--- src/rtl/mem_arbiter.sv ---
// mem_arbiter: two-master (m0 = IFU, m1 = LSU) to one-slave memory arbiter.
// One outstanding transaction; the grant is registered in an IDLE cycle, then the
// request and response paths are muxed combinationally for the granted master.
// Optional feature: define MEM_ARB_RR_EN for round-robin tie-breaking. When it is
// undefined, the LSU (m1) wins every tie.
module mem_arbiter #(
  parameter int unsigned ADDR_W = 32,
  parameter int unsigned DATA_W = 32,
  parameter int unsigned MASK_W = 8
) (
  input  logic              clk,
  input  logic              rst,
  // m0: instruction fetch unit
  input  logic              m0_req_valid,
  output logic              m0_req_ready,
  input  logic [ADDR_W-1:0] m0_req_addr,
  input  logic              m0_req_wen,
  input  logic [DATA_W-1:0] m0_req_wdata,
  input  logic [MASK_W-1:0] m0_req_wmask,
  output logic              m0_resp_valid,
  input  logic              m0_resp_ready,
  output logic [DATA_W-1:0] m0_resp_rdata,
  output logic              m0_resp_err,
  // m1: load/store unit
  input  logic              m1_req_valid,
  output logic              m1_req_ready,
  input  logic [ADDR_W-1:0] m1_req_addr,
  input  logic              m1_req_wen,
  input  logic [DATA_W-1:0] m1_req_wdata,
  input  logic [MASK_W-1:0] m1_req_wmask,
  output logic              m1_resp_valid,
  input  logic              m1_resp_ready,
  output logic [DATA_W-1:0] m1_resp_rdata,
  output logic              m1_resp_err,
  // slave
  output logic              s_req_valid,
  input  logic              s_req_ready,
  output logic [ADDR_W-1:0] s_req_addr,
  output logic              s_req_wen,
  output logic [DATA_W-1:0] s_req_wdata,
  output logic [MASK_W-1:0] s_req_wmask,
  input  logic              s_resp_valid,
  output logic              s_resp_ready,
  input  logic [DATA_W-1:0] s_resp_rdata,
  input  logic              s_resp_err
);

  typedef enum logic [2:0] {StIdle, StReq0, StReq1, StResp0, StResp1} state_e;

  state_e state_q, state_d;
  // 1'b1 = m1 was the most recent grant
  logic   last_grant_q, last_grant_d;
  logic   pick_m1;

  // Winner selection for the IDLE cycle
  always_comb begin
    pick_m1 = m1_req_valid;
`ifdef MEM_ARB_RR_EN
    if (m0_req_valid && m1_req_valid) begin
      pick_m1 = ~last_grant_q;
    end
`endif
  end

  // Next-state logic and grant bookkeeping
  always_comb begin
    state_d      = state_q;
    last_grant_d = last_grant_q;
    unique case (state_q)
      StIdle: begin
        if (m0_req_valid || m1_req_valid) begin
          state_d      = pick_m1 ? StReq1 : StReq0;
          last_grant_d = pick_m1;
        end
      end
      StReq0:  if (s_req_ready) state_d = StResp0;
      StReq1:  if (s_req_ready) state_d = StResp1;
      StResp0: if (s_resp_valid && m0_resp_ready) state_d = StIdle;
      StResp1: if (s_resp_valid && m1_resp_ready) state_d = StIdle;
      default: state_d = StIdle;
    endcase
  end

  // Request/response muxing for the granted master; everything idles at 0
  always_comb begin
    s_req_valid   = 1'b0;
    s_req_addr    = '0;
    s_req_wen     = 1'b0;
    s_req_wdata   = '0;
    s_req_wmask   = '0;
    s_resp_ready  = 1'b0;
    m0_req_ready  = 1'b0;
    m0_resp_valid = 1'b0;
    m0_resp_rdata = '0;
    m0_resp_err   = 1'b0;
    m1_req_ready  = 1'b0;
    m1_resp_valid = 1'b0;
    m1_resp_rdata = '0;
    m1_resp_err   = 1'b0;
    unique case (state_q)
      StReq0: begin
        s_req_valid  = 1'b1;
        s_req_addr   = m0_req_addr;
        s_req_wen    = m0_req_wen;
        s_req_wdata  = m0_req_wdata;
        s_req_wmask  = m0_req_wmask;
        m0_req_ready = s_req_ready;
      end
      StReq1: begin
        s_req_valid  = 1'b1;
        s_req_addr   = m1_req_addr;
        s_req_wen    = m1_req_wen;
        s_req_wdata  = m1_req_wdata;
        s_req_wmask  = m1_req_wmask;
        m1_req_ready = s_req_ready;
      end
      StResp0: begin
        m0_resp_valid = s_resp_valid;
        m0_resp_rdata = s_resp_rdata;
        m0_resp_err   = s_resp_err;
        s_resp_ready  = m0_resp_ready;
      end
      StResp1: begin
        m1_resp_valid = s_resp_valid;
        m1_resp_rdata = s_resp_rdata;
        m1_resp_err   = s_resp_err;
        s_resp_ready  = m1_resp_ready;
      end
      default: ;
    endcase
  end

  // State register; reset abandons any in-flight transaction
  always_ff @(posedge clk or posedge rst) begin
    if (rst) begin
      state_q      <= StIdle;
      last_grant_q <= 1'b1;
    end else begin
      state_q      <= state_d;
      last_grant_q <= last_grant_d;
    end
  end

`ifndef SYNTHESIS
  // A granted master must hold req_valid until its request is accepted
  always @(posedge clk) begin
    if (!rst && state_q == StReq0) begin
      assert (m0_req_valid) else $error("m0 dropped req_valid before acceptance");
    end
    if (!rst && state_q == StReq1) begin
      assert (m1_req_valid) else $error("m1 dropped req_valid before acceptance");
    end
  end
`endif

endmodule

--- config.mk ---
export PLATFORM = sky130hd
export DESIGN_NAME = mem_arbiter
export DESIGN_NICKNAME = d
export VERILOG_FILES = /design/src/rtl/mem_arbiter.sv
export SDC_FILE = /design/constraint.sdc
export NUM_CORES = 1
export LEC_CHECK = 0
export ABC_AREA = 1
export CORE_AREA = 2 2 129 131
export CTS_BUF_LIST = sky130_fd_sc_hd__clkbuf_4
export CTS_CLUSTER_DIAMETER = 100
export DETAILED_ROUTE_END_ITERATION = 8
export DIE_AREA = 0 0 131 133
export PLACE_DENSITY_LB_ADDON = 0.2
export SLEW_MARGIN = 20
export SYNTH_ARGS = -nofsm -noshare
export SYNTH_HDL_FRONTEND = slang
export SYNTH_SLANG_ARGS = --single-unit
--- constraint.sdc ---
create_clock -name clk -period 1.6 [get_ports clk]
set_input_delay 0.24 -clock clk [delete_from_list [all_inputs] [get_ports clk]]
set_output_delay 0.24 -clock clk [all_outputs]
set_load 0.02 [all_outputs]
# --- Word level (Yosys, flattened, before mapping) ---
# Index checks and enable logic that the tools add are counted.
word_totals:
  reg_bits: 3
  in_bits: 187
op_classes:
  eq_ne: 9
  n_mux: 21
  reduce_logical: 6
ops:
  columns: ["cell", "n"]
  rows:
  - ["$pmux 32 s2", 2]
  - ["$mux 32", 2]
  - ["$pmux 8 s2", 1]
  - ["$mux 3", 5]
  - ["$pmux 3 s5", 1]
  - ["$ne 2x2->1 const B", 5]
  - ["$mux 1", 7]
  - ["$eq 3x2->1 const B", 2]
  - ["$reduce_and 5->1", 1]
  - ["$pmux 1 s2", 2]
  - ["$eq 3x1->1 const B", 1]
  - ["$eq 3x3->1 const B", 1]
  - ["$logic_not 3->1", 1]
  - ["$logic_and 1x1->1", 2]
  - ["$mux 2", 1]
  - ["$reduce_or 2->1", 1]
  - ["$logic_or 1x1->1", 1]

# --- Longest topological paths before layout ---
depth:
  depth_word: 3
  depth_mapped: 9

# --- Least setup slack after synthesis ---
# Ideal clock, no wire load.
synth_path:
  path_type: "flip-flop to output port"
  start: "reg state_q[0]"
  end: "out s_req_addr[24]"
  arrival_ps: 1311
  path_slack_ps: 49
  stages_incl_launch_ff: 6
  path_buffers: 2
  path_cell_list: "dfrtp_1 > buf_4 > inv_2 > nand3_2 > clkbuf_1 > o21ai_0"
synth_between:
  elab_chain_len: 2
  elab_cells_between_ends: 3
synth_lines:
  columns: ["item", "line_no", "rtl"]
  rows:
  - ["start: declaration", "50", "state_e state_q, state_d;"]
  - ["start signal: assignment", "136", "state_q <= StIdle;"]
  - ["start signal: assignment", "139", "state_q <= state_d;"]
  - ["$eq 3x2->1 or $eq 3x1->1 (tied branches)", "100", "unique case (state_q)"]
  - ["$pmux 32 s2 *", "100", null]
  - ["end: declaration", "38", "output logic [ADDR_W-1:0] s_req_addr,"]
# Mark *: on every way between the ends. The rest lies on a longest branch, timed or not.

# --- Worst setup path after layout ---
layout_path:
  start: "reg state_q[2]"
  end: "out s_req_addr[24]"
# The elaborated chain is that of the path after synthesis.

==> flow_summary.toml <==
[detailed_routing]
drc = 0
wl_met2_mm = 7.40
viasPerCell = 3.96
drt-initial-drc-count = 94
wl_per_cell_um = 14.3
dr.pass1.iters = 4
totalWireLength_mm = 13.7
top_layer = "met4"
dr_wl_met3_mm = 1.37
antenna_left = 0
num_vias = 3793
drt-met1-wl_mm = 4.83

[worst_setup_path]
path_delay_family = "buffers and inverters"
cp_cell_sequence = "nor2_4 -> buf_8 -> clkbuf_16 -> nand3_1 -> o21ai_1 -> buf_4"
r2r_setup_slack_ns = 0.02
crit_end = "s_req_addr[24]"
worstSetupEndpointType = "primary output"
crit_cells = 6
slowest_stage = "dfrtp_2"
critPathLaunch = "state_q[2]"
critPathRequiredTime_ns = 1.36
path_buf_inv = 3
crit_type = "reg2out"
r2r-start = "state_q[2]"
start_kind = "flip-flop"
slowest_delay_ns = 0.43
reg2reg_depth = 9
timing.rr.end = "state_q[1]"
arrival_ns = 1.52
cp_max_fo = 6

[synthesis]
netlist_top_cells_area = "inv_1, nand3_1, nor2_1, o21ai_1, o21ai_0"
syn_nets = 581
ys_ff_latch = 3
synth_top_area_share = 0.225
syn_inst = 394
yosysUniqueCellTypes = 19
yosysWarnings = 0
synth_top_cell_by_area = "inv_1"
yosysSeqAreaShare = 0.0409
synthesis.area_um2 = 1840
syn_avg_cell_area_um2 = 4.66

[layout]
fill_cells = 1738
reg_top3 = "state_q x3"
final_common_cell = "clkdlybuf4s50_1"
final_cell_mix = "clkdlybuf4s50_1, buf_4, inv_1"
final_layout_size_suffix_gt1_frac = 0.354
area_delta_synth_final_pct = 219
regMostFlops = "state_q"
final_cell_area_um2 = 5860
final_util = 0.362
largest_reg_flops = 3
instances_no_fill = 957
num_antenna_cells = 0
nets = 925

[run]
cap_violations = 0

[power]
finalPower_w = 0.00876
seqPwrFrac = 0.021
p_switching_w = 0.00470
pwr-share-clk = 0.017
pwr-share-comb = 0.961
powerDensity_nw_per_um2 = 1490
switching_share = 0.537
p_int_w = 0.00405
p_leak_nw = 2.97
peakVddDrop_v = 0.000645

[sta]
tightest_slew_ns = 0.291
rsz0062_at_grt = "yes"
final.min_clock_period_ns = 1.76
fin_crit_sh = 1.10
setup_viol = 145
max_freq_ghz = 0.569
relSlewSlack = 0.806
layout_setup_ws_ns = -0.157
drv_slew = 0
skew_ns = 0.00313
finalHoldViolations = 0

[clock_network]
root_buffer = "clkbuf_4"
cts_sinks = 3
cts_tree = "done"
numCtsBuffers = 3
clockBufferDepth = 2
clock_latency_ns = 0.23
path_clk_slew_ns = 0.04
htree_levels = 1

[global_routing]
antenna_found_initial = 0
grt_usage = 0.126
grt_overflow = 0
grt_pass1_vias = 3550
grt_pass1_wl_mm = 17.5
grt_max_degree = 43

[floorplan]
die_w_um = 131
coreArea_um2 = 16200
ioPinCount = 332
rows = 47
die_area_um2 = 17400
initial_core_util = 0.114
die_h_um = 133

[placement]
hpwl_mm = 9.89
post-place-ws_ns = -0.563
place_area_um2 = 5490
place_congestion = 0.830
placedCellCount = 936
port_buffers = 331

[status]
status = "finished, violations left"
violations = "negative setup slack"

[min_path]
hp-class = "in2async"
==> repair_timing <==
action | 4_1_cts | 5_1_grt
resized for setup | 708 | 154
endpoints found under the setup margin | 145 | 145
setup buffers | 3 | 2
pin swaps | 1 | 2
hold buffers | 0 | 0
gates cloned | 2 | 10
==> worst min path at each step <==
stage / startpoint / end / slack [ns]
after CTS: rst / state_q[2] / 0.18
after global placement: rst / state_q[1] / 0.44
final: rst / state_q[2] / 0.19
after detailed placement: rst / state_q[2] / 0.43
after floorplan: rst / state_q[0] / -0.006
after global routing: rst / state_q[0] / 0.20
==> routing by layer <==
metal  global-route usage  up-vias
met4               0.0213        0
met1                0.127     1664
li1                     -     1896
met5                    0        -
met2                0.256      221
met3               0.0323       12
==> power by group through the flow <==
stage,logic (W),registers (W),clock network (W)
CTS,0.00692,0.000185,0.000158
global placement,0.00704,0.000178,0
floorplan,0.00359,0.000151,0
global route,0.00896,0.000192,0.000161
finish,0.00842,0.000187,0.000150
detailed placement,0.00705,0.000181,0
==> cell usage after synthesis <==
| cell | n |
|---|---|
| inv_1 | 110 |
| nand3_1 | 74 |
| nor2_1 | 73 |
| o21ai_1 | 45 |
| o21ai_0 | 29 |
| nand2_1 | 14 |
| buf_2 | 12 |
| buf_4 | 8 |
| clkbuf_1 | 5 |
| inv_2 | 5 |
| buf_6 | 4 |
| nand4_1 | 4 |
| dfrtp_1 | 3 |
| buf_1 | 2 |
| nor2_2 | 2 |
| a21oi_1 | 1 |
| a32o_1 | 1 |
| nand3_2 | 1 |
| nand3b_1 | 1 |
==> final cells by class <==
| cell class | instances | area [µm²] | area share |
|---|---|---|---|
| well taps | 220 | 275 | 0.0470 |
| inverters | 115 | 437 | 0.0745 |
| flip-flops and latches | 3 | 78.8 | 0.0135 |
| multi-input cells | 245 | 1450 | 0.248 |
| repair buffers | 370 | 3590 | 0.612 |
| clock buffers | 4 | 30.0 | 0.00512 |
==> cell families (layout without fill, tap and decap cells) <==
kind of cell | count (synthesis) | in the layout | share of synthesized area
AO/OA/AOI/OAI | 76 | 76 | 0.210
buffers and inverters | 146 | 489 | 0.339
AND/OR/NAND/NOR | 169 | 169 | 0.410
flip-flops | 3 | 3 | 0.0409
==> worst reg2reg max path, cell delays in order (launching register included) <==
cell       delay, ns
dfrtp_2         0.43
nor2_4          0.19
buf_8           0.18
clkbuf_16       0.16
buf_4           0.10
buf_4           0.11
nand3b_1        0.11
nand4_1         0.12
nand2_1         0.05
nand2_1         0.06
==> metrics by stage <==
stage | setup TNS, ns | hold WS [ns]
final | -11.35 | 0.189
after global routing | -21.24 | 0.197
after CTS | -10.98 | 0.181
after detailed placement | -41.48 | 0.428
after global placement | -40.12 | 0.437
after floorplan | 0 | -0.00636
(Power assumes the default switching activity.)
